### src/rtl/freq_meter.sv
// freq_meter: gated edge counter and last-period meter referenced to CLOCK_50MHZ.
// Rising edges of SIGNAL_IN are synchronized, then counted over a GATE_CYCLES window.
module freq_meter #(
    parameter int unsigned GATE_CYCLES = 32'h2FAF080,
    parameter int unsigned COUNT_WIDTH = 32
) (
    input  logic                   CLOCK_50MHZ,
    input  logic                   RESET_N,
    input  logic                   SIGNAL_IN,
    input  logic                   START,
    output logic [COUNT_WIDTH-1:0] FREQ,
    output logic [COUNT_WIDTH-1:0] PERIOD,
    output logic                   VALID,
    output logic                   BUSY,
    output logic                   OVERFLOW
);

    localparam int unsigned GATE_WIDTH = $clog2(GATE_CYCLES + 1);

    localparam logic [GATE_WIDTH-1:0]  GATE_LAST = GATE_WIDTH'(GATE_CYCLES);
    localparam logic [GATE_WIDTH-1:0]  GATE_ONE  = GATE_WIDTH'(1);
    localparam logic [COUNT_WIDTH-1:0] CNT_MAX   = '1;
    localparam logic [COUNT_WIDTH-1:0] CNT_ONE   = COUNT_WIDTH'(1);

    localparam logic [1:0] ST_IDLE = 2'd0;
    localparam logic [1:0] ST_GATE = 2'd1;
    localparam logic [1:0] ST_DONE = 2'd2;

    logic [2:0]             sync_q;
    logic                   edge_det;
    logic [1:0]             state_q, state_d;
    logic                   start_gate;
    logic [GATE_WIDTH-1:0]  gate_cnt_q, gate_cnt_d;
    logic [COUNT_WIDTH-1:0] edge_cnt_q, edge_cnt_d;
    logic [COUNT_WIDTH-1:0] period_cnt_q, period_cnt_d;
    logic [COUNT_WIDTH-1:0] period_res_q, period_res_d;
    logic                   edge_seen_q, edge_seen_d;
    logic                   ovf_q, ovf_d;
    logic [COUNT_WIDTH-1:0] freq_q, freq_d;
    logic [COUNT_WIDTH-1:0] period_q, period_d;
    logic                   ovf_out_q, ovf_out_d;

    // sync_q[1:0] is the two-flop synchronizer, sync_q[2] the previous sample
    always_ff @(posedge CLOCK_50MHZ or negedge RESET_N) begin
        if (!RESET_N) begin
            sync_q <= 3'b000;
        end else begin
            sync_q <= {sync_q[1], sync_q[0], SIGNAL_IN};
        end
    end

    assign edge_det = sync_q[1] & ~sync_q[2];

    always_comb begin
        state_d      = state_q;
        start_gate   = 1'b0;
        gate_cnt_d   = gate_cnt_q;
        edge_cnt_d   = edge_cnt_q;
        period_cnt_d = period_cnt_q;
        period_res_d = period_res_q;
        edge_seen_d  = edge_seen_q;
        ovf_d        = ovf_q;
        freq_d       = freq_q;
        period_d     = period_q;
        ovf_out_d    = ovf_out_q;

        case (state_q)
            ST_IDLE: begin
                if (START) begin
                    state_d    = ST_GATE;
                    start_gate = 1'b1;
                end
            end
            ST_GATE: begin
                if (edge_det) begin
                    if (edge_cnt_q == CNT_MAX) begin
                        ovf_d = 1'b1;
                    end else begin
                        edge_cnt_d = edge_cnt_q + CNT_ONE;
                    end
                    if (edge_seen_q) begin
                        period_res_d = period_cnt_q;
                    end
                    edge_seen_d  = 1'b1;
                    period_cnt_d = CNT_ONE;
                end else if (edge_seen_q) begin
                    if (period_cnt_q == CNT_MAX) begin
                        ovf_d = 1'b1;
                    end else begin
                        period_cnt_d = period_cnt_q + CNT_ONE;
                    end
                end
                // Outputs take the next-state values so the final gate cycle is included
                if (gate_cnt_q == GATE_LAST) begin
                    state_d   = ST_DONE;
                    freq_d    = edge_cnt_d;
                    period_d  = period_res_d;
                    ovf_out_d = ovf_d;
                end else begin
                    gate_cnt_d = gate_cnt_q + GATE_ONE;
                end
            end
            ST_DONE: begin
                if (START) begin
                    state_d    = ST_GATE;
                    start_gate = 1'b1;
                end else begin
                    state_d = ST_IDLE;
                end
            end
            default: begin
                state_d = ST_IDLE;
            end
        endcase

        if (start_gate) begin
            gate_cnt_d   = GATE_ONE;
            edge_cnt_d   = '0;
            period_cnt_d = '0;
            period_res_d = '0;
            edge_seen_d  = 1'b0;
            ovf_d        = 1'b0;
        end
    end

    always_ff @(posedge CLOCK_50MHZ or negedge RESET_N) begin
        if (!RESET_N) begin
            state_q      <= ST_IDLE;
            gate_cnt_q   <= '0;
            edge_cnt_q   <= '0;
            period_cnt_q <= '0;
            period_res_q <= '0;
            edge_seen_q  <= 1'b0;
            ovf_q        <= 1'b0;
            freq_q       <= '0;
            period_q     <= '0;
            ovf_out_q    <= 1'b0;
        end else begin
            state_q      <= state_d;
            gate_cnt_q   <= gate_cnt_d;
            edge_cnt_q   <= edge_cnt_d;
            period_cnt_q <= period_cnt_d;
            period_res_q <= period_res_d;
            edge_seen_q  <= edge_seen_d;
            ovf_q        <= ovf_d;
            freq_q       <= freq_d;
            period_q     <= period_d;
            ovf_out_q    <= ovf_out_d;
        end
    end

    assign FREQ     = freq_q;
    assign PERIOD   = period_q;
    assign OVERFLOW = ovf_out_q;
    assign VALID    = (state_q == ST_DONE);
    assign BUSY     = (state_q == ST_GATE);

endmodule

### config.mk
export PLATFORM = sky130hd
export DESIGN_NAME = freq_meter
export DESIGN_NICKNAME = d
export VERILOG_FILES = /design/src/rtl/freq_meter.sv
export SDC_FILE = /design/constraint.sdc
export NUM_CORES = 1
export LEC_CHECK = 0
export CAP_MARGIN = 40
export CORE_ASPECT_RATIO = 1.4
export CORE_MARGIN = 2
export CORE_UTILIZATION = 30
export DETAILED_ROUTE_END_ITERATION = 10
export GPL_TIMING_DRIVEN = 0
export SKIP_CTS_REPAIR_TIMING = 1
export SYNTH_ARGS = -nofsm -noshare
export SYNTH_HDL_FRONTEND = slang
export SYNTH_SLANG_ARGS = --single-unit
export TNS_END_PERCENT = 30
### constraint.sdc
create_clock -name CLOCK_50MHZ -period 2.47 [get_ports CLOCK_50MHZ]
set_input_delay 0.494 -clock CLOCK_50MHZ [delete_from_list [all_inputs] [get_ports CLOCK_50MHZ]]
set_output_delay 0.494 -clock CLOCK_50MHZ [all_outputs]
set_load 0.01 [all_outputs]
### Yosys cells after proc, flatten, opt, wreduce, memory -nomap -nowiden

Cells that the tools add are included.

| word-level totals | value |
|---|---|
| register bits after elaboration | 194 |
| bits in latches | 0 |
| memory bits (writable) | 0 |
| memory bits (read-only) | 0 |
| word-level logic and storage cells | 66 |
| memories kept | 0 |

| cells by class | value |
|---|---|
| add/subtract/negate cells | 3 |
| multiply operators | 0 |
| div/mod/pow operators | 0 |
| order comparisons | 0 |
| equality and inequality tests | 9 |
| shifts and indexed selects | 0 |
| multiplexer cells | 31 |
| bitwise logic cells | 2 |
| reductions and logical operators | 10 |

Operator list:

| operator | number |
|---|---|
| 32-bit 2-to-1 mux | 13 |
| 26-bit 2-to-1 mux | 3 |
| 32-bit by 1-bit adder with 32-bit output (second input constant) | 2 |
| 32-bit == test (second input constant) | 2 |
| 26-bit by 1-bit adder with 26-bit output (second input constant) | 1 |
| 26-bit == test (second input constant) | 1 |
| 1-bit 2-to-1 mux | 12 |
| 2-bit AND reduction | 4 |
| 2-bit case mux with 3 select lines | 1 |
| 2-bit 2-to-1 mux | 2 |
| 2-bit != test (second input constant) | 2 |
| 2-bit nonzero test | 2 |
| 3-bit != test (second input constant) | 1 |
| 3-bit AND reduction | 1 |
| 3-bit nonzero test | 1 |
| 2-bit by 1-bit == test with 1-bit output (second input constant) | 1 |
| 2-bit == test (second input constant) | 1 |
| 2-bit zero test | 1 |
| 2-bit by 1-bit != test with 1-bit output (second input constant) | 1 |
| 2-bit OR reduction | 1 |
| 1-bit bitwise AND | 1 |
| 1-bit inverter | 1 |

### Logic depth before layout (Yosys ltp)

| depth | value |
|---|---|
| depth in word-level cells | 6 |
| gate-level depth with buffers | 9 |
| gate-level depth less buffers | 8 |

### Least setup slack after synthesis

Ideal clock, no wire load.

| path | value |
|---|---|
| path kind | reg-to-reg |
| start | reg period_cnt_q[0] |
| end | reg period_cnt_q[15] |
| setup time | 0.068 ns |
| data arrival time | 2.103 ns |
| required time | 2.402 ns |
| path slack | 0.299 ns |
| stages on the path, launching flop included | 10 |
| path buffers | 2 |
| clock period less this slack | 2.171 ns |
| path through | dfrtp_1 ha_1 and3_1 clkbuf_1 and3_1 and4_4 buf_6 or3_1 or3_1 nand3_1 |

| on the way | value |
|---|---|
| word-level cells in the longest chain between the ends | 6 |
| elaborated cells on any way between the ends | 9 |
| classes of those cells | add/sub: 1; eq/ne: 2; mux: 5; reduce/logical: 1 |

Ends and longest elaborated chain:

| item | line | text |
|---|---|---|
| start: declaration | 35 | `logic [COUNT_WIDTH-1:0] period_cnt_q, period_cnt_d;` |
| start signal: assignment | 142 | `period_cnt_q <= period_cnt_d;` |
| 32-bit by 1-bit adder with 32-bit output | 90 | `period_cnt_d = period_cnt_q + CNT_ONE;` |
| 32-bit 2-to-1 mux | 87 | `if (period_cnt_q == CNT_MAX) begin` |
| 32-bit 2-to-1 mux | 86 | `end else if (edge_seen_q) begin` |
| 32-bit 2-to-1 mux | 75 | `if (edge_det) begin` |
| 32-bit 2-to-1 mux | 67 | `case (state_q)` |
| 32-bit 2-to-1 mux | 116 | `if (start_gate) begin` |

Several ways; a longest one is shown, not always the timed one. The select of a mux whose other input is x is not followed.
A chain may end at the register's enable or synchronous reset.

### Worst setup path after layout

| path | value |
|---|---|
| start | reg gate_cnt_q[11] |
| end | reg period_q[29] (netlist: PERIOD[29]) |

| on the way | value |
|---|---|
| word-level cells in the longest chain between the ends | 2 |

Ends and longest elaborated chain:

| item | line | text |
|---|---|---|
| start: declaration | 33 | `logic [GATE_WIDTH-1:0] gate_cnt_q, gate_cnt_d;` |
| start signal: assignment | 140 | `gate_cnt_q <= gate_cnt_d;` |
| 26-bit == test | 94 | `if (gate_cnt_q == GATE_LAST) begin` |
| 2-bit AND reduction (no source line) | n/a |  |
| end signal: assignment | 147 | `period_q <= period_d;` |
| end: declaration | 40 | `logic [COUNT_WIDTH-1:0] period_q, period_d;` |

Every way passes these cells.

==> metrics.yaml <==
worst_setup_path_start_kind: "flop"
synth_top_cell_by_area: "dfrtp_1"
die_w_um: 155
viasPerCell: 5.10
first_global_vias: 7860
multi_input_comb_area_um2: 4430
firstDrtPassIters: 5
power.leakage_nw: 4.93
cts_sinks: 194
final_util: 0.368
ioPinCount: 71
grt_max_degree: 120
cpPeakStageDelay_ns: 0.58
cap_violations: 0
wl_met2_um: 13100
nFillCells: 3199
powerDensity_nw_per_um2: 617
r2r_start: "gate_cnt_q[11]"
ys_ff_latch: 194
clock_path_buffers: 2
peakVddDrop_mv: 0.353
cts_tree: "built"
synth.avg_cell_area_um2: 9.31
crit_type: "flop to flop"
layoutNonFillerInstCount: 1533
crit_path_end_kind: "flop"
grt_usage: 0.157
synth_async_sr_flop_share: 1.00
final_layout_size_suffix_gt1_frac: 0.0940
tightest_slew_ns: 0.782
min_path_type: "input port to async pin"
ys.flop_type: "dfrtp_1"
syn_to_final_growth_pct: 21.1
fin_nets: 1135
worst-endpoint-arrival_ns: 2.78
netlist-cell-type-count: 57
totalWireLength_um: 25300
drc: 0
io_buffer_count: 70
synth.most_common_cell: "nand2_1"
dp.cells: 1495
finalCritPeriodShare: 0.975
required_ns: 2.84
finalHoldViolCount: 0
ctsHtreeMaxLevel: 4
grt-ovfl-total: 0
dr.max_layer_used: "met4"
max-slew-margin-rel: 0.479
numCtsBuffers: 17
fin_tns_setup_ns: 0
synthCells: 1027
die_h_um: 215
critPathLaunch: "gate_cnt_q[11]"
setup_violations: 0
dp_hpwl_um: 17900
die-area_um2: 33400
cp_slowest_cell: "or4_4"
rsz0062_at_grt: "true"
crit_fanout: 10
worst-path-buf-inv: 2
core_area_um2: 31500
synth_top_area_share: 0.508
clkTransAtPathRegs_ns: 0.07
slew_violations: 0
period_needed_ns: 2.41
antenna_found_initial: 0
clock_latency_ns: 0.45
synth_area_leaders: "dfrtp_1, nand2_1, o21ai_0"
synth-edff-count: 0
drt-initial-drc-count: 441
wl_per_cell_um: 16.5
seqCellArea_um2: 4850
gp_congestion: 0.844
initial_core_util: 0.304
seq_area_frac_synth: 0.508
ant_nets: 0
syn_area_um2: 9570
root_buffer: "clkbuf_16"
ys_warn_count: 0
fin_skew_ns: 0.0110
num_rows: 77
wl_met3_um: 947
n_antenna_cell: 0
outcome: "complete, no violations"
yosys-top-cells-count: "nand2_1, dfrtp_1, o21ai_0"
max_freq_mhz: 415
grt_pass1_wl_um: 42200
syn-num-nets: 1035
wl_met1_um: 10600
num_vias: 7812
critical_path.top_delay_family: "simple AND/OR/NAND/NOR gates"
critical_path.cell_chain: "or4_4, nor4_2, nand4_1, or2_1, buf_2, buf_6, o21ai_2"
[path summary, 6_finish.rpt]
check	slack, ns	cells after the start	to
worst max-delay path	0.06	7	PERIOD[29]
worst min-delay path	0.07	2	gate_cnt_q[14]
worst max register to register	0.06	7	PERIOD[29]
worst min register to register	0.35	0	sync_q[1]
max in group asynchronous	1.55	3	FREQ[8]
min in group CLOCK_50MHZ	0.35	0	sync_q[1]
[report_power, final]
group / switching [W] / internal (W)
clock: 0.00129 / 0.00152
combinational: 0.000467 / 0.000293
sequential: 0.000215 / 0.00336
total: 0.00197 / 0.00518
[routing by layer]
layer  vias to the layer above  track usage
met1                      3850        0.191
li1                       3765            -
met3                        33       0.0286
met4                         0       0.0580
met2                       164        0.276
met5                         -            0
[cell families (layout without fill, tap and decap cells)]
logic type | count (synthesis) | count (layout) | synth area share
and+or+nand+nor | 433 | 433 | 0.217
buffers and inverters | 83 | 194 | 0.0399
adders and majority gates | 4 | 4 | 0.00523
muxes | 36 | 36 | 0.0377
AOI/OAI and AO/OA | 205 | 205 | 0.126
DFF | 194 | 194 | 0.508
xor gates and xnor gates | 72 | 72 | 0.0659
[final cells by class]
class,count,share of cell area
Sequential cell,194,0.419
Multi-Input combinational cell,750,0.382
Timing Repair Buffer,81,0.0714
Tap cell,395,0.0427
Clock buffer,19,0.0382
Buffer,67,0.0298
Clock inverter,11,0.0113
Inverter,16,0.00519
[cell usage in the layout, fill, tap and decap left out, types with 17 or more instances in the layout]
cell type        instances
a31oi_1                 21
a21oi_1                 20
nand4_1                 28
mux2i_1                 36
o21ai_1                 25
nand2_1                203
dfrtp_1                194
nand3_1                 39
xor2_1                  41
clkbuf_1                35
o21ai_0                 95
xnor2_1                 31
clkbuf_16               17
and3_1                  21
nor2_1                  62
clkdlybuf4s50_1         68
[flip-flops by register name (all words and copies together) (netlist names)]
register,count
OVERFLOW,1
ovf_q,1
state_q,2
period_cnt_q,32
edge_seen_q,1
sync_q,3
gate_cnt_q,26
PERIOD,32
period_res_q,32
FREQ,32
edge_cnt_q,32
[metrics by stage]
step | cell area (um2) | hold WS, ns | power, W | setup slack [ns]
6_report | 11600 | 0.0727 | 0.00715 | 0.0616
5_1_grt | 11600 | 0.118 | 0.00747 | -0.144
4_1_cts | 11400 | 0.137 | 0.00718 | -1.10
3_5_place_dp | 10800 | 0.337 | 0.00438 | -0.614
3_3_place_gp | 10800 | 0.333 | 0.00434 | -7.56
2_1_floorplan | 9570 | 0.198 | 0.00411 | 0.299
Note: power is estimated with default switching activity, not from simulation.
